--- config.mk ---
export PLATFORM = sky130hd
export DESIGN_NAME = hsem_sem_bank
export DESIGN_NICKNAME = d
export VERILOG_FILES = /design/src/rtl/hsem_sem_bank.sv
export SDC_FILE = /design/constraint.sdc
export NUM_CORES = 1
export LEC_CHECK = 0
export BUFFER_PORTS_ARGS = -buffer_cell sky130_fd_sc_hd__buf_2
export CAP_MARGIN = 10
export CELL_PAD_IN_SITES_DETAIL_PLACEMENT = 0
export CELL_PAD_IN_SITES_GLOBAL_PLACEMENT = 1
export CORE_MARGIN = 3
export CORE_UTILIZATION = 52
export CTS_CLUSTER_SIZE = 8
export DETAILED_ROUTE_END_ITERATION = 8
export PLACE_DENSITY_LB_ADDON = 0.1
export SLEW_MARGIN = 10
export SYNTH_ARGS = -nofsm -noshare
export SYNTH_HDL_FRONTEND = slang
export SYNTH_SLANG_ARGS = --single-unit
--- constraint.sdc ---
create_clock -name hclk -period 6.75 [get_ports hclk]
set_clock_uncertainty 0.15 [all_clocks]
set_input_delay 0 -clock hclk [delete_from_list [all_inputs] [get_ports hclk]]
set_output_delay 0 -clock hclk [all_outputs]
set_load 0.02 [all_outputs]
--- src/rtl/hsem_sem_bank.sv ---
// +----------------------------------------------------------------------------
// | hsem_sem_bank: SEM_NUM hardware semaphores shared by CORE_NUM cores, with
// | owner-checked release, read-lock, keyed clear-all, release irqs, errors.
// | Revision: 1.0 - initial release
// +----------------------------------------------------------------------------
`default_nettype none

module hsem_sem_bank #(
  parameter int          SEM_NUM  = 16,
  parameter int          CORE_NUM = 2,
  parameter int          ADDR_W   = 9,
  parameter logic [15:0] CLR_KEY  = 16'hA5A5
) (
  input  logic                hclk,
  input  logic                hresetn,
  input  logic                wr_en,
  input  logic                rd_en,
  input  logic [ADDR_W-1:0]   reg_addr,
  input  logic [31:0]         ihwdata,
  input  logic [1:0]          hmaster,
  output logic [31:0]         ihrdata,
  output logic [CORE_NUM-1:0] irq,
  output logic                err_irq
);

  logic [SEM_NUM-1:0]                lock_q, lock_d;
  logic [SEM_NUM-1:0][7:0]           pid_q, pid_d;
  logic [SEM_NUM-1:0][1:0]           cid_q, cid_d;
  logic [CORE_NUM-1:0][SEM_NUM-1:0]  ier_q, ier_d;
  logic [CORE_NUM-1:0][SEM_NUM-1:0]  isr_q, isr_d;
  logic [CORE_NUM-1:0][SEM_NUM-1:0]  own;
  logic [3:0]                        err_q, err_d;
  logic [4:0]                        eidx_q, eidx_d;
  logic [SEM_NUM-1:0]                rel;

  logic [31:0] addr;
  logic [4:0]  sidx;
  logic [1:0]  cidx;
  logic [1:0]  ridx;
  logic [3:0]  midx;
  logic        aligned, sem_hit, rlr_hit, core_hit, misc_hit, hm_ok, key_ok;
  logic [7:0]  wpid;

  assign addr     = 32'(reg_addr);
  assign sidx     = addr[6:2];
  assign cidx     = addr[5:4];
  assign ridx     = addr[3:2];
  assign midx     = addr[5:2];
  assign aligned  = (addr[1:0] == 2'd0);
  assign sem_hit  = aligned && (addr[31:7] == 25'd0);
  assign rlr_hit  = aligned && (addr[31:7] == 25'd2);
  assign core_hit = aligned && (addr[31:6] == 26'd2);
  assign misc_hit = aligned && (addr[31:6] == 26'd3);
  assign hm_ok    = ({30'd0, hmaster} < 32'(CORE_NUM));
  assign key_ok   = (ihwdata[31:16] == CLR_KEY);
  assign wpid     = ihwdata[15:8];

  for (genvar c = 0; c < CORE_NUM; c++) begin : g_core
    for (genvar i = 0; i < SEM_NUM; i++) begin : g_own
      assign own[c][i] = lock_q[i] && (cid_q[i] == 2'(c));
    end
    assign irq[c] = |(isr_q[c] & ier_q[c]);
  end

  assign err_irq = |err_q;

  always_comb begin
    lock_d  = lock_q;
    pid_d   = pid_q;
    cid_d   = cid_q;
    ier_d   = ier_q;
    isr_d   = isr_q;
    err_d   = err_q;
    eidx_d  = eidx_q;
    rel     = '0;
    ihrdata = '0;

    // Read mux; an RLR read of a free semaphore claims it for the reader.
    for (int i = 0; i < SEM_NUM; i++) begin
      if ((sem_hit || rlr_hit) && (sidx == 5'(i))) begin
        ihrdata = {14'd0, cid_q[i], pid_q[i], 7'd0, lock_q[i]};
        if (rlr_hit && rd_en && hm_ok && !lock_q[i]) begin
          ihrdata  = {14'd0, hmaster, 15'd0, 1'b1};
          lock_d[i] = 1'b1;
          pid_d[i]  = 8'd0;
          cid_d[i]  = hmaster;
        end
      end
    end

    for (int c = 0; c < CORE_NUM; c++) begin
      if (core_hit && (cidx == 2'(c))) begin
        case (ridx)
          2'd0:    ihrdata = 32'(ier_q[c]);
          2'd1:    ihrdata = 32'(isr_q[c]);
          2'd3:    ihrdata = 32'(own[c]);
          default: ihrdata = '0;
        endcase
      end
    end

    if (misc_hit && (midx == 4'd0)) begin
      ihrdata = {19'd0, eidx_q, 4'd0, err_q};
    end

    if (wr_en) begin
      if (sem_hit && hm_ok) begin
        for (int i = 0; i < SEM_NUM; i++) begin
          if (sidx == 5'(i)) begin
            if (ihwdata[0]) begin
              if (!lock_q[i]) begin
                lock_d[i] = 1'b1;
                pid_d[i]  = wpid;
                cid_d[i]  = hmaster;
              end
            end else if (lock_q[i]) begin
              if ((cid_q[i] == hmaster) && (pid_q[i] == wpid)) begin
                lock_d[i] = 1'b0;
                pid_d[i]  = 8'd0;
                cid_d[i]  = 2'd0;
                rel[i]    = 1'b1;
              end else begin
                err_d[hmaster] = 1'b1;
                // Only the first error since ERR was last empty records its index.
                if ((err_q == 4'd0) && (eidx_q == 5'd0)) begin
                  eidx_d = 5'(i);
                end
              end
            end
          end
        end
      end

      for (int c = 0; c < CORE_NUM; c++) begin
        if (core_hit && (cidx == 2'(c))) begin
          if (ridx == 2'd0) begin
            ier_d[c] = ihwdata[SEM_NUM-1:0];
          end else if (ridx == 2'd2) begin
            isr_d[c] = isr_q[c] & ~ihwdata[SEM_NUM-1:0];
          end
        end
      end

      if (misc_hit && (midx == 4'd1)) begin
        err_d = err_q & ~ihwdata[3:0];
        if (err_d == 4'd0) begin
          eidx_d = 5'd0;
        end
      end

      if (misc_hit && (midx == 4'd2) && hm_ok && key_ok) begin
        for (int i = 0; i < SEM_NUM; i++) begin
          if (lock_q[i] && (cid_q[i] == hmaster) && (pid_q[i] == wpid)) begin
            lock_d[i] = 1'b0;
            pid_d[i]  = 8'd0;
            cid_d[i]  = 2'd0;
            rel[i]    = 1'b1;
          end
        end
      end
    end

    for (int c = 0; c < CORE_NUM; c++) begin
      if (hmaster != 2'(c)) begin
        isr_d[c] = isr_d[c] | rel;
      end
    end
  end

  always_ff @(posedge hclk or negedge hresetn) begin
    if (!hresetn) begin
      lock_q <= '0;
      pid_q  <= '0;
      cid_q  <= '0;
      ier_q  <= '0;
      isr_q  <= '0;
      err_q  <= '0;
      eidx_q <= '0;
    end else begin
      lock_q <= lock_d;
      pid_q  <= pid_d;
      cid_q  <= cid_d;
      ier_q  <= ier_d;
      isr_q  <= isr_d;
      err_q  <= err_d;
      eidx_q <= eidx_d;
    end
  end

endmodule

`default_nettype wire
* Word level (Yosys, flattened, before mapping)
Cells that the tools add are included.
Operators by class: eq/ne operators 74, $lt $le $gt $ge 3, mux-type cells 713, reduce and logical (&&, ||, !) cells 178, bitwise operators 25
Operators with widths (number):
- $mux W8 | 128
- $mux W32 | 23
- $mux W5 | 93
- $mux W128 | 3
- $mux W4 | 96
- $mux W18 | 16
- $mux W2 | 128
- $mux W16 | 14
- $mux W1 | 209
- $eq A8 B8 Y1 | 16
- $logic_and A1 B1 Y1 | 128
- $pmux W16 S3 | 2
- $and A16 B16 Y16 | 4
- $or A4 B4 Y4 | 16
- $eq A5 B4 Y1 const B | 8
- $logic_not A2 Y1 | 19
- $eq A2 B1 Y1 const B | 18
- $eq A2 B2 Y1 | 16
- $or A16 B16 Y16 | 2
- $reduce_or A16 Y1 | 2
- $logic_not A25 Y1 | 1
- $eq A5 B3 Y1 const B | 4
- $eq A16 B16 Y1 const B | 1
- $logic_not A1 Y1 | 16
- 21 further kinds | 30
Word-level totals: output and inout port bits 35, bits of input ports 47, flip-flop bits (word level) 249

* Logic depth before layout (Yosys ltp)
Gate-level depths: netlist of run 1.
depth after elaboration 116, depth in mapped cells 11

* Least setup slack after synthesis of run 1
No wires, ideal clock.
path kind input to output, from in reg_addr[4], to out ihrdata[17], arrival time 2.563 ns, data required time 6.600 ns, stages on the path 8, setup slack 4.037 ns, buffers on the path 2, path through buf_2 > or3_1 > buf_2 > a2111oi_4 > a221oi_1 > nand4_1 > a211oi_1 > a2111oi_0
On the way: cells in the longest elaborated chain, start to end 21, elaborated cells on any way between the ends 57, those cells by class 16 x eq/ne; 19 x mux; 22 x reduce/logical
Ends and longest elaborated chain:
- start, declared | RTL line 18 | input logic [ADDR_W-1:0] reg_addr,
- $logic_not A5 Y1 | RTL line 80 | if ((sem_hit || rlr_hit) && (sidx == 5'(i))) begin
- $logic_and A1 B1 Y1 | RTL line 80
- $mux W32 (16 in series) | RTL line 80
- $mux W32 (2 in series) | RTL line 92 | if (core_hit && (cidx == 2'(c))) begin
- $mux W32 * | RTL line 102 | if (misc_hit && (midx == 4'd0)) begin
- end, declared | RTL line 21 | output logic [31:0] ihrdata,
Mark *: on every way between the ends. The rest lies on a longest branch, timed or not.

* Worst setup path after layout of run 1
from in hmaster[1], to out ihrdata[13]
On the way: cells in the longest elaborated chain, start to end 23, elaborated cells on any way between the ends 53, those cells by class 1 x order compare; 35 x mux; 17 x reduce/logical
Ends and longest elaborated chain:
- start, declared | RTL line 20 | input logic [1:0] hmaster,
- $lt A2 B2 Y1 * | RTL line 54 | assign hm_ok = ({30'd0, hmaster} < 32'(CORE_NUM));
- $logic_and A1 B1 Y1 * | RTL line 82 | if (rlr_hit && rd_en && hm_ok && !lock_q[i]) begin
- $logic_and A1 B1 Y1 | RTL line 82
- $mux W18 | RTL line 82
- $mux W32 (15 in series) | RTL line 80
- $mux W32 * | RTL line 80
- $mux W32 * (2 in series) | RTL line 92
- $mux W32 * | RTL line 102
Marked as above.

==> impl_results.md, run 1 <==
- Worst r2r path cells: 7
- EDFF count, synth: 0
- Pre-antenna DRT Iters: 6
- R2R setup slack: 3.52 ns
- Drt via density: 7.10
- Post-synth cell types: 85
- Final Slew Violations: 0
- Most frequent cells in the layout: nand2_1 (273), dfrtp_1 (249), a21oi_1 (222), nand3_1 (147), xor2_1 (127)
- Fin nets: 2077
- Clock transition at path regs: 0.05 ns
- Critical path peak fanout: 16
- Number of remaining DRC errors: 0
- RR Startpoint: cid_q[25]
- #FFs+latches synth: 249
- CTS root buf: clkbuf_16
- Post-synthesis simple-gate area fraction: 23.6%
- CP max stage cell: nand2_1
- WL/cell: 29.6 um
- Max incr delay on CP: 0.84 ns
- Post-Synth XOR/XNOR Area: 8.48%
- # rows: 65
- Largest net degree at the start of global routing: 78
- Multiplexer share of the synthesized area: 3.45%
- Top delay family on crit path: simple AND/OR/NAND/NOR gates
- Crit share post-route: 69.5%
- IO Port Bufs: 67
- Post-synth top flop: dfrtp_1
- R2r endpoint: err_q[0]
- WL final: 72.2 mm
- H-tree lvl count: 2
- DPL Wire Length: 51.0 mm
- Die area: 34600 um2
- Longest Clk Path Bufs: 3
- Most common cell after layout, fill and taps aside: nand2_1
- Critical Path RT: 6.60 ns
- Clock latency on the worst-skew pair: 0.55 ns
- Fill cells: 2983
- Placer congestion estimate: 1.03
- Cells after synthesis: 2018
- Tot GR Track Use: 41.3%
- Status: finished, final reports clean
- Max IR drop VDD: 0.163 mV
- Rel. slew slack: 25.2%
- Critical path type: primary input to primary output
- Total CTS buffers: 37
- Critical Path, Cell by Cell: dlygate4sd3_1 > buf_2 > and3b_1 > nand2_1 > nor2_1 > nand3_1 > a32oi_1 > o2111ai_1 > and3_1 > buf_2
- F_max: 0.213 GHz
- Initial Utilization: 53.1%
- Core Area: 31700 um2
- Drt first-iter violations: 2554
- Share of cells above drive strength 1: 10.5%
- Crit path launch: hmaster[1]
- Cell with the most instances on the worst path: buf_2
- Routed Antenna Nets: 0
- CP bufs+invs: 3
- HP Class: primary input to register
- YS warnings: 0
- LEAKAGE: 7.87 nW
- Final design utilization: 58.6%
- Dominant combinational cell family by area after synthesis: simple AND/OR/NAND/NOR gates
- Seq/Total Area, Yosys: 37.0%
- Initial antenna violation count: 1
- Min cycle time layout: 4.69 ns
- Vias: 17300
- Final-report setup violation count: 0
- Startpoint types: primary input
- I/O pin total: 82
- Setup Total Neg Slack: 0 ns
- Die height: 186 um
- Layout Area Growth over Synthesis: 10.3%
- Worst-Margin Slew: 1.12 ns
- CP endpoint: ihrdata[13]
- Die X-Extent: 186 um
- First-pass GRT wire length: 107 mm
- WP data arrival: 4.54 ns
- Final Hold Vio Count: 0
- Post-CTS setup buffer count: 0
- Grt total ovfl: 0
- Setup crit end kind: primary output
- Cell area after synthesis: 16800 um2
- RSZ-0062 raised after global routing: no
- Synth Area in Adders: 0%
- Diode count: 0
- Vias in the first global route: 16200
- Post-synthesis compound-gate area fraction: 22.0%
- TritonCTS clock tree: yes
- Clock sink total: 249
- Max-Cap Viols: 0
- Synth async-reset ratio: 100%
- Worst path depth: 10
- Pwr Density: 201 nW/um2
- Syn_area_per_cell: 8.35 um2
==> metal layers <==
layer	vias up	wire, um	global-route usage [%]
li1	7381	-	-
met1	8479	29300	58.8
met2	1213	30600	60.6
met3	246	8150	8.68
met4	0	4150	18.9
met5	-	0	0
==> final cells by class <==
cell class	count	area [um2]	area share [%]
inverters	15	56.3	0.303
repair buffers	147	1040	5.59
multi-input cells	1580	9740	52.5
flip-flops and latches	249	6230	33.5
clock inverters	3	37.5	0.202
well taps	402	503	2.71
clock buffers	42	965	5.19
==> synthesized netlist by cell type (8+ instances only) <==
| cell type | number | area (um2) |
|---|---|---|
| a22oi_1 | 31 | 233 |
| dfrtp_1 | 249 | 6230 |
| inv_1 | 13 | 48.8 |
| xnor2_1 | 36 | 315 |
| mux2i_1 | 21 | 210 |
| and3_1 | 25 | 156 |
| xor2_1 | 127 | 1110 |
| o22ai_1 | 8 | 50.1 |
| nand4_1 | 30 | 188 |
| nand3b_1 | 8 | 60.1 |
| nor3_1 | 54 | 270 |
| o2111a_1 | 8 | 90.1 |
| buf_1 | 18 | 67.6 |
| buf_4 | 21 | 158 |
| or3_1 | 21 | 131 |
| a22o_1 | 43 | 377 |
| mux2_2 | 23 | 259 |
| a21oi_1 | 222 | 1110 |
| a211oi_1 | 19 | 143 |
| nand2_1 | 273 | 1020 |
| a221o_1 | 14 | 140 |
| mux2_1 | 10 | 113 |
| nand2b_1 | 10 | 62.6 |
| nor4b_1 | 9 | 78.8 |
| a31oi_1 | 16 | 100 |
| o2111ai_1 | 11 | 96.3 |
| buf_2 | 47 | 235 |
| a221oi_1 | 32 | 280 |
| nor2_1 | 123 | 462 |
| clkbuf_1 | 96 | 360 |
| o21ai_0 | 57 | 285 |
| nand3_1 | 147 | 736 |
| nor4_1 | 36 | 225 |
==> stage by stage <==
stage / total power, W / worst slack [ns] / hold WS, ns / instance area [um2] / cells
6_report: 0.00373 / 2.06 / 0.0637 / 18600 / 2438
3_3_place_gp: 0.00201 / 2.87 / -0.121 / 17300 / 2363
3_5_place_dp: 0.00202 / 2.82 / -0.112 / 17300 / 2363
2_1_floorplan: 0.00186 / 4.04 / -0.446 / 16900 / 2031
5_1_grt: 0.00384 / 2.08 / 0.102 / 18600 / 2438
4_1_cts: 0.00373 / 2.35 / 0.0185 / 18600 / 2438
==> power by group <==
group | switching (W) | total (W) | internal [W]
logic | 0.000269 | 0.000404 | 0.000135
clock network | 0.000706 | 0.00171 | 0.00100
registers | 0.0000820 | 0.00162 | 0.00154
==> worst min-delay path by stage <==
stage	slack, ns	from	end	depth (start not counted)
2_1_floorplan	-0.45	hresetn	cid_q[0]	0
3_3_place_gp	-0.12	hresetn	pid_q[4]	1
3_5_place_dp	-0.11	hresetn	pid_q[4]	1
4_1_cts	0.02	reg_addr[6]	err_q[0]	6
5_1_grt	0.10	reg_addr[6]	err_q[1]	6
6_report	0.06	reg_addr[6]	err_q[0]	6
==> tightest hold or removal path, delay by kind of cell <==
kind / cells / cell delay [ns]
buffers and inverters: 1 / 0.22
AND/OR/NAND/NOR: 4 / 0.43
AO/OA/AOI/OAI: 1 / 0.06
==> state kept, by name, summed over array words and instances, names as in the netlist <==
register,count
isr_q,32
ier_q,32
eidx_q,5
err_q,4
cid_q,32
lock_q,16
pid_q,128
==> logic make-up (layout without fill, tap and decap cells) <==
| kind of cell | Yosys count | in the layout |
|---|---|---|
| XOR/XNOR | 163 | 163 |
| buffers and inverters | 202 | 207 |
| other | 1 | 14 |
| multiplexers | 54 | 54 |
| AND/OR/NAND/NOR | 797 | 797 |
| flip-flops | 249 | 249 |
| AO/OA/AOI/OAI | 552 | 552 |
==> timing repair <==
item                      in CTS  in global routing
hold buffers                  30                  0
hold endpoints to repair     217                  0
resized for setup              0                  0
(Power assumes the default switching activity.)
==> inputs of run 2 (changes only) <==
CORE_UTILIZATION = 43   (was 52)
clock period = 3.8 ns   (was 6.75 ns; I/O delays follow)
==> run 2 against run 1 <==
The flow now finishes with violations (hold timing). Cell area rose by 4.6%. Global-route usage down 3.7 points. Critical path depth increased by 1. Register-to-register slack worse by 3.1 ns. Critical path type unchanged. Highest routed layer unchanged.
==> impl_results.md, run 2 (synthesis gave the netlist of run 1 again) <==
- Initial Utilization: 44.2% (-8.9 points)
- Final-report setup violation count: 0 (unchanged)
- Drt via density: 6.65 (-6.4%)
- WL/cell: 30.1 um (+1.6%)
- CTS resizes: 0 (unchanged)
- Fin nets: 2161 (+4.0%)
- Setup WS pre-CTS: 0.517 ns (-2.31 ns)
- Die area: 41600 um2 (+20%)
- Gr busiest metal: met2
- First-pass GRT wire length: 116 mm (+8.7%)
- CP max stage cell: a221oi_1
- Cts hold-fix bufs: 25 (-17%)
- Startpoint types: primary input
- Layout Area Growth over Synthesis: 15.3%
- Critical Path, Cell by Cell: dlygate4sd3_1 > buf_2 > nand3b_1 > buf_12 > o2111a_1 > a22oi_1 > nand2_1 > a221oi_1 > o221ai_1 > o21bai_1 > buf_2
- WL final: 79.2 mm (+9.7%)
- Setup crit end kind: primary output
- # rows: 71 (+9.2%)
- Largest net degree at the start of global routing: 103 (+32%)
- Failing checks: hold timing
- Grt total ovfl: 0 (unchanged)
- H-tree lvl count: 2 (unchanged)
- Grt met1 use: 52.9% (-5.8 points)
- Most frequent cells in the layout: nand2_1 (273), dfrtp_1 (249), a21oi_1 (222), nand3_1 (147), buf_4 (132)
- Rel. slew slack: 19.7% (-5.6 points)
- M2 GR Usage: 56.4% (-4.2 points)
- Critical path peak fanout: 31 (+15)
- Clock sink total: 249 (unchanged)
- Max FFs per register: 128 (unchanged)
- Setup Total Neg Slack: 0 ns (unchanged)
- Critical path type: primary input to primary output
- CP bufs+invs: 4 (+1)
- Min cycle time layout: 3.69 ns
- Vias: 17500 (+1.0%)
- Die height: 204 um (+9.6%)
- LEAKAGE: 8.33 nW (+5.9%)
- Max IR drop VDD: 0.302 mV (+85%)
- Share of cells above drive strength 1: 14.2% (+3.7 points)
- TritonCTS clock tree: yes
- Pwr Density: 347 nW/um2 (+73%)
- Final Hold Vio Count: 29 (+29)
- Clock transition at path regs: 0.05 ns (about the same)
- Routed Antenna Nets: 0 (unchanged)
- Post-CTS setup buffer count: 0 (unchanged)
- HP Class: primary input to async pin
- IO Port Bufs: 67 (unchanged)
- Max-Cap Viols: 0 (unchanged)
- Worst-Margin Slew: 1.20 ns (+0.0831 ns)
- F_max: 0.271 GHz
- I/O pin total: 82 (unchanged)
- Finished Layout Cells: 2632 (+8.0%)
- Core Area: 38100 um2 (+20%)
- Pre-antenna DRT Iters: 6 (unchanged)
- Placed Cells: 2561 (+8.4%)
- Longest Clk Path Bufs: 3 (unchanged)
- Final design utilization: 51.0% (-7.6 points)
- Clock latency on the worst-skew pair: 0.56 ns (about the same)
- Final hold slack: -0.0293 ns (-0.0930 ns)
- Top delay family on crit path: compound AO/OA/AOI/OAI gates
- Tot GR Track Use: 37.6% (-3.7 points)
- Critical Path RT: 3.65 ns (-2.95 ns)
- Cell with the most instances on the worst path: buf_2
- RSZ-0062 raised after global routing: no
- Vias in the first global route: 16700 (+3.1%)
- DPL Wire Length: 58.5 mm (+15%)
- Total CTS buffers: 37 (unchanged)
- Max incr delay on CP: 0.68 ns (-0.16 ns)
- Fin worst setup slack: 0.110 ns (-1.95 ns)
- Die X-Extent: 204 um (+9.6%)
- Most common cell after layout, fill and taps aside: nand2_1
- Crit share post-route: 97.1%
- Drt first-iter violations: 2223 (-13%)
- Number of remaining DRC errors: 0 (unchanged)
- Initial antenna violation count: 1 (unchanged)
- WP data arrival: 3.54 ns (-1.00 ns)
- Final Slew Violations: 0 (unchanged)
- Placer congestion estimate: 1.06 (+3.2%)
- Grt met3 use: 6.72% (-2.0 points)
- Biggest register: pid_q
- CTS root buf: clkbuf_16
- Status: finished with violations
[run 2: final timing paths]
kind,start,endpoint,slack [ns],cells after the start
worst min register to register,isr_q[21],isr_q[21],0.38,1
worst max-delay path,reg_addr[8],ihrdata[11],0.11,11
worst max register to register,cid_q[25],err_q[1],0.47,8
worst min-delay path,hresetn,pid_q[15],-0.03,2
min in group hclk,rd_en,lock_q[15],0.05,6
max in group asynchronous,hresetn,pid_q[100],2.58,3
[run 2: layer usage]
layer / vias up / part of all wire (%)
met3: 197 / 9.8
met5: - / 0
met4: 0 / 5.1
li1: 7542 / -
met2: 1071 / 43
met1: 8686 / 42
[run 2: final cells by class]
cell class,instances,area (um2)
Fill cell,3707,18700
Clock buffer,44,1010
Inverter,15,56.3
Multi-Input combinational cell,1580,9740
Timing Repair Buffer,231,1730
Antenna cell,1,2.50
Sequential cell,249,6230
Clock inverter,1,8.76
Tap cell,511,639
[run 2: power by group]
group | internal, W | switching, W
Sequential | 0.00273 | 0.000134
Clock | 0.00185 | 0.00124
Combinational | 0.000273 | 0.000513
Total | 0.00485 | 0.00188
[run 2: metrics by stage]
| step | instance area (um2) | hold slack [ns] | total power [W] |
|---|---|---|---|
| after floorplan | 16900 | -0.446 | 0.00330 |
| after global placement | 18100 | -0.0226 | 0.00365 |
| after detailed placement | 18100 | -0.0215 | 0.00365 |
| after CTS | 19400 | 0.00639 | 0.00675 |
| after global routing | 19400 | 0.0450 | 0.00693 |
| final | 19400 | -0.0293 | 0.00673 |
